==> src/rtl/csr_trap_ctrl.sv <==
// Machine-mode trap / MRET sequencer. Accepts a trap or MRET from IDLE,
// then steps through the CSR write port one register per cycle
// (mepc, mcause, mstatus) and ends with a single-cycle redirect+flush.
module csr_trap_ctrl #(
  parameter bit         VECTORED_EN = 1'b1,
  parameter logic [3:0] IRQ_CAUSE   = 4'd11
) (
  input  logic        clk_i,
  input  logic        rst_i,
  input  logic        exc_valid_i,
  input  logic [3:0]  exc_cause_i,
  input  logic [29:0] trap_pc_i,
  input  logic        irq_i,
  input  logic        mret_i,
  input  logic        csr_req_i,
  output logic        csr_gnt_o,
  input  logic [31:0] mstatus_i,
  input  logic [31:0] mtvec_i,
  input  logic [31:0] mepc_i,
  output logic        csr_we_o,
  output logic [11:0] csr_addr_o,
  output logic [1:0]  csr_op_o,
  output logic [31:0] csr_wdata_o,
  output logic        trap_ack_o,
  output logic        busy_o,
  output logic        redirect_o,
  output logic [31:0] redirect_pc_o,
  output logic        flush_o
);

  typedef enum logic [2:0] {
    IDLE, T_EPC, T_CAUSE, T_STAT, T_REDIR, R_STAT, R_REDIR
  } state_e;

  state_e      state_q, state_d;
  logic [29:0] pc_q, pc_d;
  logic [3:0]  cause_q, cause_d;
  logic        irq_q, irq_d;

  logic idle, trap_req, mret_req;
  logic unused_mepc_lsbs;

  // mepc low bits are always replaced by zero on return
  assign unused_mepc_lsbs = ^mepc_i[1:0];

  assign idle     = (state_q == IDLE);
  assign trap_req = idle & (exc_valid_i | (irq_i & mstatus_i[3]));
  assign mret_req = idle & mret_i & ~trap_req;

  // State and trap-context registers; reset aborts any sequence in flight
  always_ff @(posedge clk_i or negedge rst_i) begin
    if (!rst_i) begin
      state_q <= IDLE;
      pc_q    <= '0;
      cause_q <= '0;
      irq_q   <= 1'b0;
    end else begin
      state_q <= state_d;
      pc_q    <= pc_d;
      cause_q <= cause_d;
      irq_q   <= irq_d;
    end
  end

  // Next state; exception beats interrupt beats MRET, nothing accepted while busy
  always_comb begin
    state_d = state_q;
    pc_d    = pc_q;
    cause_d = cause_q;
    irq_d   = irq_q;
    unique case (state_q)
      IDLE: begin
        if (trap_req) begin
          state_d = T_EPC;
          pc_d    = trap_pc_i;
          irq_d   = ~exc_valid_i;
          cause_d = exc_valid_i ? exc_cause_i : IRQ_CAUSE;
        end else if (mret_req) begin
          state_d = R_STAT;
        end
      end
      T_EPC:   state_d = T_CAUSE;
      T_CAUSE: state_d = T_STAT;
      T_STAT:  state_d = T_REDIR;
      T_REDIR: state_d = IDLE;
      R_STAT:  state_d = R_REDIR;
      R_REDIR: state_d = IDLE;
      default: state_d = IDLE;
    endcase
  end

  // Outputs; every inactive field is held at zero, and the combinational
  // handshakes are gated by reset so everything reads 0 while in reset
  always_comb begin
    csr_we_o      = 1'b0;
    csr_addr_o    = '0;
    csr_wdata_o   = '0;
    redirect_o    = 1'b0;
    flush_o       = 1'b0;
    redirect_pc_o = '0;
    trap_ack_o    = rst_i & (trap_req | mret_req);
    csr_gnt_o     = rst_i & csr_req_i & idle & ~trap_req & ~mret_i;
    busy_o        = ~idle;
    unique case (state_q)
      T_EPC: begin
        csr_we_o    = 1'b1;
        csr_addr_o  = 12'h341;
        csr_wdata_o = {pc_q, 2'b00};
      end
      T_CAUSE: begin
        csr_we_o    = 1'b1;
        csr_addr_o  = 12'h342;
        csr_wdata_o = {irq_q, 27'b0, cause_q};
      end
      T_STAT: begin
        csr_we_o          = 1'b1;
        csr_addr_o        = 12'h300;
        csr_wdata_o       = mstatus_i;
        csr_wdata_o[7]    = mstatus_i[3];
        csr_wdata_o[3]    = 1'b0;
        csr_wdata_o[12:11] = 2'b11;
      end
      T_REDIR: begin
        redirect_o = 1'b1;
        flush_o    = 1'b1;
        if (VECTORED_EN && mtvec_i[1:0] == 2'b01 && irq_q)
          redirect_pc_o = {mtvec_i[31:2], 2'b00} + {26'b0, cause_q, 2'b00};
        else
          redirect_pc_o = {mtvec_i[31:2], 2'b00};
      end
      R_STAT: begin
        csr_we_o          = 1'b1;
        csr_addr_o        = 12'h300;
        csr_wdata_o       = mstatus_i;
        csr_wdata_o[3]    = mstatus_i[7];
        csr_wdata_o[7]    = 1'b1;
        csr_wdata_o[12:11] = 2'b11;
      end
      R_REDIR: begin
        redirect_o    = 1'b1;
        flush_o       = 1'b1;
        redirect_pc_o = {mepc_i[31:2], 2'b00};
      end
      default: ;
    endcase
    csr_op_o = csr_we_o ? 2'b01 : 2'b00;
  end

endmodule
==> config.mk <==
export PLATFORM = sky130hd
export DESIGN_NAME = csr_trap_ctrl
export DESIGN_NICKNAME = d
export VERILOG_FILES = /design/src/rtl/csr_trap_ctrl.sv
export SDC_FILE = /design/constraint.sdc
export NUM_CORES = 1
export LEC_CHECK = 0
export ABC_CLOCK_PERIOD_IN_PS = 3000
export BUFFER_PORTS_ARGS = -buffer_cell sky130_fd_sc_hd__buf_4
export CAP_MARGIN = 20
export CORE_AREA = 2 2 86 88
export CTS_BUF_LIST = sky130_fd_sc_hd__clkbuf_4
export DETAILED_ROUTE_END_ITERATION = 12
export DIE_AREA = 0 0 88 90
export PLACE_DENSITY_LB_ADDON = 0.05
export SLEW_MARGIN = 10
export SYNTH_ARGS = -nofsm -noshare
export SYNTH_HDL_FRONTEND = slang
export SYNTH_SLANG_ARGS = --single-unit
==> constraint.sdc <==
create_clock -name clk_i -period 3 [get_ports clk_i]
set_input_delay 0.15 -clock clk_i [delete_from_list [all_inputs] [get_ports clk_i]]
set_output_delay 0.15 -clock clk_i [all_outputs]
set_load 0.02 [all_outputs]
==> results summary, run 1 <==
The diode insertion count for antenna repair came out at 0. STA classifies the critical path startpoint as a flop. The number of hold-repair buffers added at the cts stage is 1.

The detailed router finished its first iteration with 77 violations. The final setup violation count is 0. The worst slew slack as a fraction of its limit came out at 0.663. The number of enable-type register cells in the synthesized netlist is 0. Counting flops and latches in the post-synthesis netlist gives 38. The area added between synthesis and finish came out at 52.7%. The I/O pin count is 220.

The number of hold violations in the final report is 0. The floorplan step defined a die boundary enclosing a little under 8000 sq um. The non-filler instance count after layout is 656. Yosys printed 0 warnings. In this run the remaining antenna-violating nets after routing total 0.

The maximum number of pins on one net before global-route repair is 44. The maximum net fanout on the critical path is 13. The clock skew came out at just under 0.007 ns. After clock tree synthesis, the setup repair step added 0 buffers. The number of nets at the end of the flow is 697.

For this run, asynchronously set or reset flops after synthesis account for 1.00. The final RePlAce weighted congestion came out at 0.861. The first detailed-routing pass took 5 iterations. The slew of the pin with the lowest slew margin came out at 0.506 ns. The fraction of layout cells with a size suffix above 1 came out at 0.470. The beginning of the critical path is cause_q[0].

Power spread over the standard cell area amounts to just under 900 nW/um^2. In the global route stage, overall resource usage came out at 0.234. TritonCTS built the clock tree. The final routed wirelength across all metal layers came out at slightly below 10000 um. In the routed layout, each cell is associated on average with a via count of 5.27. Summed over all failing endpoints, the final setup total negative slack is 0 ns. The time the worst path needs with I/O delays and setup came out at between 2 and 3 ns.

The worst hold slack across all endpoints is between 0.03 and 0.04 ns. The largest stage delay on the critical path came out at around 0.40 ns. After technology mapping, the gate count stands at 360. In this run the standard cell core region covers 7020 sq um. The total via count in the routed design is 3455. The tree is rooted in a clkbuf_4. The global-route wire length before repair came out at ~15000 um. The latest clock arrival within the worst-skew pair is between 0.3 and 0.4 ns.

The period utilization came out at 0.903. For this design the static power due to leakage is 2.31 nW. The HPWL after detailed placement came out at 7670 um. In this run the number of H-tree levels came out at 2. Derived from the worst setup path, the maximum achievable clock frequency is 369 MHz.

The total number of clock tree sinks is 38. The post-synthesis area per instance is 8.69 sq um. The total grt overflow came out at 0.

The max-slew violation total from the final report came to 0. In this run, CTS created clock tree buffers numbering 5. Walking the worst path, the cells encountered are ha_1 -> inv_1 -> fa_1 -> nand2b_1 -> a21oi_1 -> buf_4 -> nand4_1 -> xor2_1 -> a21oi_1 -> buf_4. The type of the worst setup path is flop to output pin. The distinct cell type count of the synthesized netlist is 49. The standard cell with the maximum stage delay on the critical path is dfrtp_1. The required time of the critical path came out at 2.85 ns.

The floorplan row count came out at 31. The library cells used most frequently in the layout, excluding fill and tap cells, are buf_4 (215), dfrtp_1 (38), mux2_2 (32), a21oi_1 (30), o21ai_0 (29). Leaving out fill and tap cells, the most frequent cell in the layout is buf_4. The combined area of all synthesized cells came out at 3130 sq um. The post-CTS resize count is 0. The initial standard-cell utilization of the core came out at 0.446.

Max-cap violations in this run came to 0. Clock-pin slew was measured on the worst setup and hold paths at about 0.12 ns. The flow ran to the end, and the final reports show no timing, DRC or antenna violations. The cell area after placement came out at 4690 sq um. The worst setup path is captured at an output pin. The path category of the worst min-delay check is input port to flop. The number of antenna violations at the first check in global routing came out at 0. The clock passes through at most 2 buffers. The via count of the first global-routing pass is roughly 3300. The die is 90 um tall. The mean routed wirelength per cell came out at 14.9 um. In the synthesized netlist the dominant register cell turns out to be dfrtp_1.

From left edge to right edge, the die measures 88 um. After detailed routing, the number of remaining DRC violations is 0. The maximum vdd ir drop came out at 0.518 mV. The proportion of synthesized chip area in sequential cells is 0.304. The worst hold path begins at trap_pc_i[13].

The reg-to-reg critical path startpoint is state_q[2]. The finished cells cover 4780 sq um. The total instance count after detailed placement is 644.

The arrival time at the worst endpoint came out at 2.56 ns. Setup repair after global routing left no endpoint under its margin. The count of input and output buffers is 205. For this run, the share of the core covered by cells in the final layout is 0.681.
## worst max-delay path, delay by kind of cell (launching register included)
| family | cells | cell delay [ns] |
|---|---|---|
| adders and majority gates | 2 | 0.56 |
| xor gates and xnor gates | 1 | 0.17 |
| buffers and inverters | 3 | 0.44 |
| and+or+nand+nor | 2 | 0.31 |
| DFF | 1 | 0.40 |
| AOI/OAI and AO/OA | 2 | 0.33 |
## cells in the mapped netlist, types with 9 or more instances
library cell   n  area [sq um]
clkbuf_1      12          45.0
a21oi_1       30           150
mux2_2        32           360
nand4_1       13          81.3
xor2_1        20           175
inv_1          9          33.8
nand3_1       20           100
a22o_1        26           228
buf_2          9          45.0
nand2_1       16          60.1
nor2_1        17          63.8
o21ai_0       29           145
buf_4         17           128
dfrtp_1       38           951
## routing by layer
layer	routed length [um]	part of all wire	global-route usage	vias to the layer above
li1	-	-	-	1700
met1	3790	0.39	0.269	1584
met2	4910	0.50	0.416	160
met3	928	0.095	0.0652	11
met4	125	0.013	0.0628	0
met5	0	0	0	-
## sequential cells by signal (all words and copies together), names as in the netlist
signal	count
pc_q	30
state_q	3
cause_q	4
irq_q	1
## area by class of cell
cell class	count	area, sq um
Fill cell	597	2240
Clock buffer	6	45.0
Clock inverter	2	8.76
Sequential cell	38	951
Inverter	11	41.3
Tap cell	99	124
Multi-Input combinational cell	281	1960
Timing Repair Buffer	219	1650
## final timing paths
| check | endpoint | slack, ns | cells after the start |
|---|---|---|---|
| min in group asynchronous | pc_q[28] | 0.31 | 2 |
| max in group asynchronous | pc_q[21] | 2.34 | 2 |
| max reg2reg | pc_q[3] | 0.93 | 5 |
| min | pc_q[13] | 0.03 | 2 |
| max | redirect_pc_o[26] | 0.29 | 10 |
| min reg2reg | pc_q[5] | 0.52 | 1 |
## power by group
part | leakage, nW | switching, W | total (W) | internal [W]
Combinational | 1.83 | 0.00160 | 0.00296 | 0.00136
Sequential | 0.447 | 0.000220 | 0.000992 | 0.000772
Clock | 0.0331 | 0.000169 | 0.000266 | 0.0000973
## metrics by stage
stage	worst slack (ns)	total power, W
finish	0.292	0.00421
global placement	0.707	0.00390
detailed placement	0.698	0.00397
global route	0.141	0.00451
CTS	0.291	0.00424
floorplan	0.608	0.00287
## kinds of logic (layout without fill, tap and decap cells)
group	after synthesis	count (layout)	share of synthesized area
adder cells (fa/ha/maj)	5	5	0.0224
multiplexers	33	33	0.118
buffers and inverters	50	238	0.0840
other	1	10	0.00120
AO/OA/AOI/OAI	111	111	0.229
AND/OR/NAND/NOR	98	98	0.174
flip-flops	38	38	0.304
XOR/XNOR	24	24	0.0672
Note: power is estimated with default switching activity, not from simulation.
==> run 2: changes to the inputs <==
--- a/config.mk
+++ b/config.mk
@@ -6,7 +6,7 @@
 export NUM_CORES = 1
 export LEC_CHECK = 0
 export ABC_CLOCK_PERIOD_IN_PS = 3000
-export BUFFER_PORTS_ARGS = -buffer_cell sky130_fd_sc_hd__buf_4
+export BUFFER_PORTS_ARGS = -buffer_cell sky130_fd_sc_hd__buf_2
 export CAP_MARGIN = 20
 export CORE_AREA = 2 2 86 88
 export CTS_BUF_LIST = sky130_fd_sc_hd__clkbuf_4
==> run 2 against run 1 <==
Effect of this change:
- core utilization fell by 6.6 points
- critical path type unchanged
- flip-flop and latch count did not move
- via count shrank 1.2%
==> results summary, run 2 (synthesis results as in run 1) <==
The startpoint identified for the worst register-to-register timing path is state_q[2]. The clock skew came out at around 0.015 ns. The cell count of the worst reg-to-reg path is 5. The library cells used most frequently in the layout, excluding fill and tap cells, are buf_2 (205), dfrtp_1 (38), mux2_2 (32), a21oi_1 (30), o21ai_0 (29). In the final layout, flip-flops and latches occupy 951 sq um.

The largest registers in the layout are pc_q x30, cause_q x4, state_q x3. CTS built an H-tree with a depth of 2. The max-slew violation total from the final report came out at 0.

The register with the highest flop count is pc_q. The startpoint identified for the worst hold timing path is trap_pc_i[29]. CTS saw 38 sinks. Setup violations remaining at the end of the flow were counted as 0. The number of DRC markers in iteration 0 came out at 97.

The period utilization came out at 0.901. The worst hold path terminates at pc_q[29]. The die is 90 um tall. Based on the critical path, the design can be clocked at up to 370 MHz. The maximum count of clock buffers along a single path came out at 2.

The final routed wirelength across all metal layers came out at 9210 um. The mean routed wirelength per cell came out at ~14 um. The clock buffer count from CTS came out at 5. The number of nets still failing antenna checks after routing is 0. The minimum setup slack among reg-to-reg paths is 0.94 ns. The detailed-route vias per instance came out at roughly 5.2. VDD sags by at most 0.496 mV. The power density over the cells is 901 nW/um^2. The min-delay analysis places its worst path in the category input port to flop.

The endpoint identified for the worst register-to-register timing path is pc_q[24]. Clock-pin slew was measured on the worst setup and hold paths at 0.13 ns. TritonCTS built the clock tree.

The I/O pin count is 220. Summed over all layers, the global routing overflow is 0. The number of cells traversed by the worst hold path is 2.

The total core area is between 7000 and 8000 sq um. Setup repair after global routing left no endpoint under its margin. The initial utilization of the core area, before any placement, comes to 0.446. The leakage power total came out at 2.20 nW. The die covers 7920 sq um. The worst setup path is launched from a flop. The global-route wire length before repair came out at 14400 um. The worst hold slack across all endpoints came out at 0.0202 ns. The fraction of layout cells with a size suffix above 1 came out at 0.470.

At the end of routability-driven placement, the weighted congestion stood at 0.824. The first-pass iteration count of the detailed router is 4. The area added between synthesis and finish is 38.0%.

The type of the worst setup path is flop to output pin. The latest clock arrival within the worst-skew pair came out at 0.35 ns. The register with the most flip-flops in the layout has 30 of them. The area of the multi-input gates is 1960 sq um. The arrival time at the worst endpoint is between 2 and 3 ns.

The library cell used most frequently in the layout, excluding fill and tap cells, is buf_2. The post-CTS resize count came out at 0. The number of remaining DRC errors came out at 0. The capturing element type of the critical path is an output pin.

The post-layout total power is 0.00389 W. The floorplan die width is 88 um. The maximum number of pins on one net before global-route repair is 43. The final-layout fill cell count came out at 646. The post-CTS setup buffer count is 0.

CTS placed an instance of clkbuf_4 at the clock tree root. The number of max-capacitance violations reported is 0. Across all layers, the routed design uses roughly 3400 vias. The diode insertion count for antenna repair is 0. The via count of the first global-routing pass is 3130. After floorplanning, the core was divided into 31 placement rows. The total instance count after detailed placement came out at between 600 and 700. The required time of the critical path came out at between 2 and 3 ns.

The wire-length estimate of the detail-placed layout is 7200 um. The post-layout utilization of the core came out at 0.615. The post-route setup TNS came out at 0 ns. Along the worst path, the maximum fanout reaches 13. The routed design could run at a clock period as short as 2.70 ns.

The number of hold violations in the final report is 0. The number of antenna violations at the first check in global routing is 0. The non-filler instance count after layout is 661.

In the final design database the tool counted between 700 and 800 nets. Port buffering added 205 buffers. The run finished with clean final reports. The global routing usage summed across all routing layers is 0.224.
## run 2: cell count changes in the layout (fill, tap and decap cells not counted), sizes merged
| cell | delta |
|---|---|
| dlygate4sd3 | +4 |
| buf | +1 |
| clkbuf | -1 |
| clkinvlp | +1 |
## run 2: report_power, final
group          switching (W)  total [W]  internal [W]
sequential          0.000221   0.000993      0.000772
clock               0.000180   0.000271     0.0000912
combinational        0.00156    0.00263       0.00107
total                0.00196    0.00389       0.00193
## run 2: how the worst max path moves through the flow
stage	startpoint	end	slack, ns	depth (start not counted)
global route	cause_q[0]	redirect_pc_o[10]	0.09	10
global placement	cause_q[0]	redirect_pc_o[10]	0.72	10
CTS	cause_q[0]	redirect_pc_o[10]	0.28	10
detailed placement	cause_q[0]	redirect_pc_o[26]	0.70	10
finish	cause_q[0]	redirect_pc_o[10]	0.30	10
floorplan	cause_q[0]	redirect_pc_o[28]	0.61	9
## run 2: per-stage QoR
| step | cell area, sq um | setup slack, ns |
|---|---|---|
| 2_1_floorplan | 3160 | 0.608 |
| 3_3_place_gp | 4180 | 0.718 |
| 3_5_place_dp | 4180 | 0.702 |
| 4_1_cts | 4280 | 0.281 |
| 5_1_grt | 4320 | 0.0926 |
| 6_report | 4320 | 0.296 |
## run 2: timing repair
| action | in CTS | in global routing |
|---|---|---|
| hold buffers | 4 | 4 |
| hold endpoints to repair | 16 | 4 |
| endpoints found under the setup margin | 0 | 0 |
## run 2: area by class of cell
type	count	share of cell area
inverter	11	0.00956
clock inverter	3	0.00492
multi-input combinational	281	0.453
tap	99	0.0287
sequential	38	0.220
clock buffer	5	0.00869
timing repair buffer	224	0.275
## run 2: worst max-delay path, cell delays in order (launching register included)
cell and delay (ns):
dfrtp_1 0.39, ha_1 0.18, inv_1 0.05, fa_1 0.37, nand2b_1 0.19, a21oi_1 0.14
buf_4 0.20, nor3b_1 0.27, xnor2_1 0.10, a21oi_1 0.13, buf_2 0.18
## run 2: layer usage
metal / up-vias / wire (um) / share of wire / GRT usage
met5: - / 0 / 0 / 0
met4: 0 / 148 / 0.016 / 0.0718
met3: 12 / 747 / 0.081 / 0.0542
met2: 144 / 4480 / 0.49 / 0.383
met1: 1550 / 3840 / 0.42 / 0.272
li1: 1707 / - / - / -
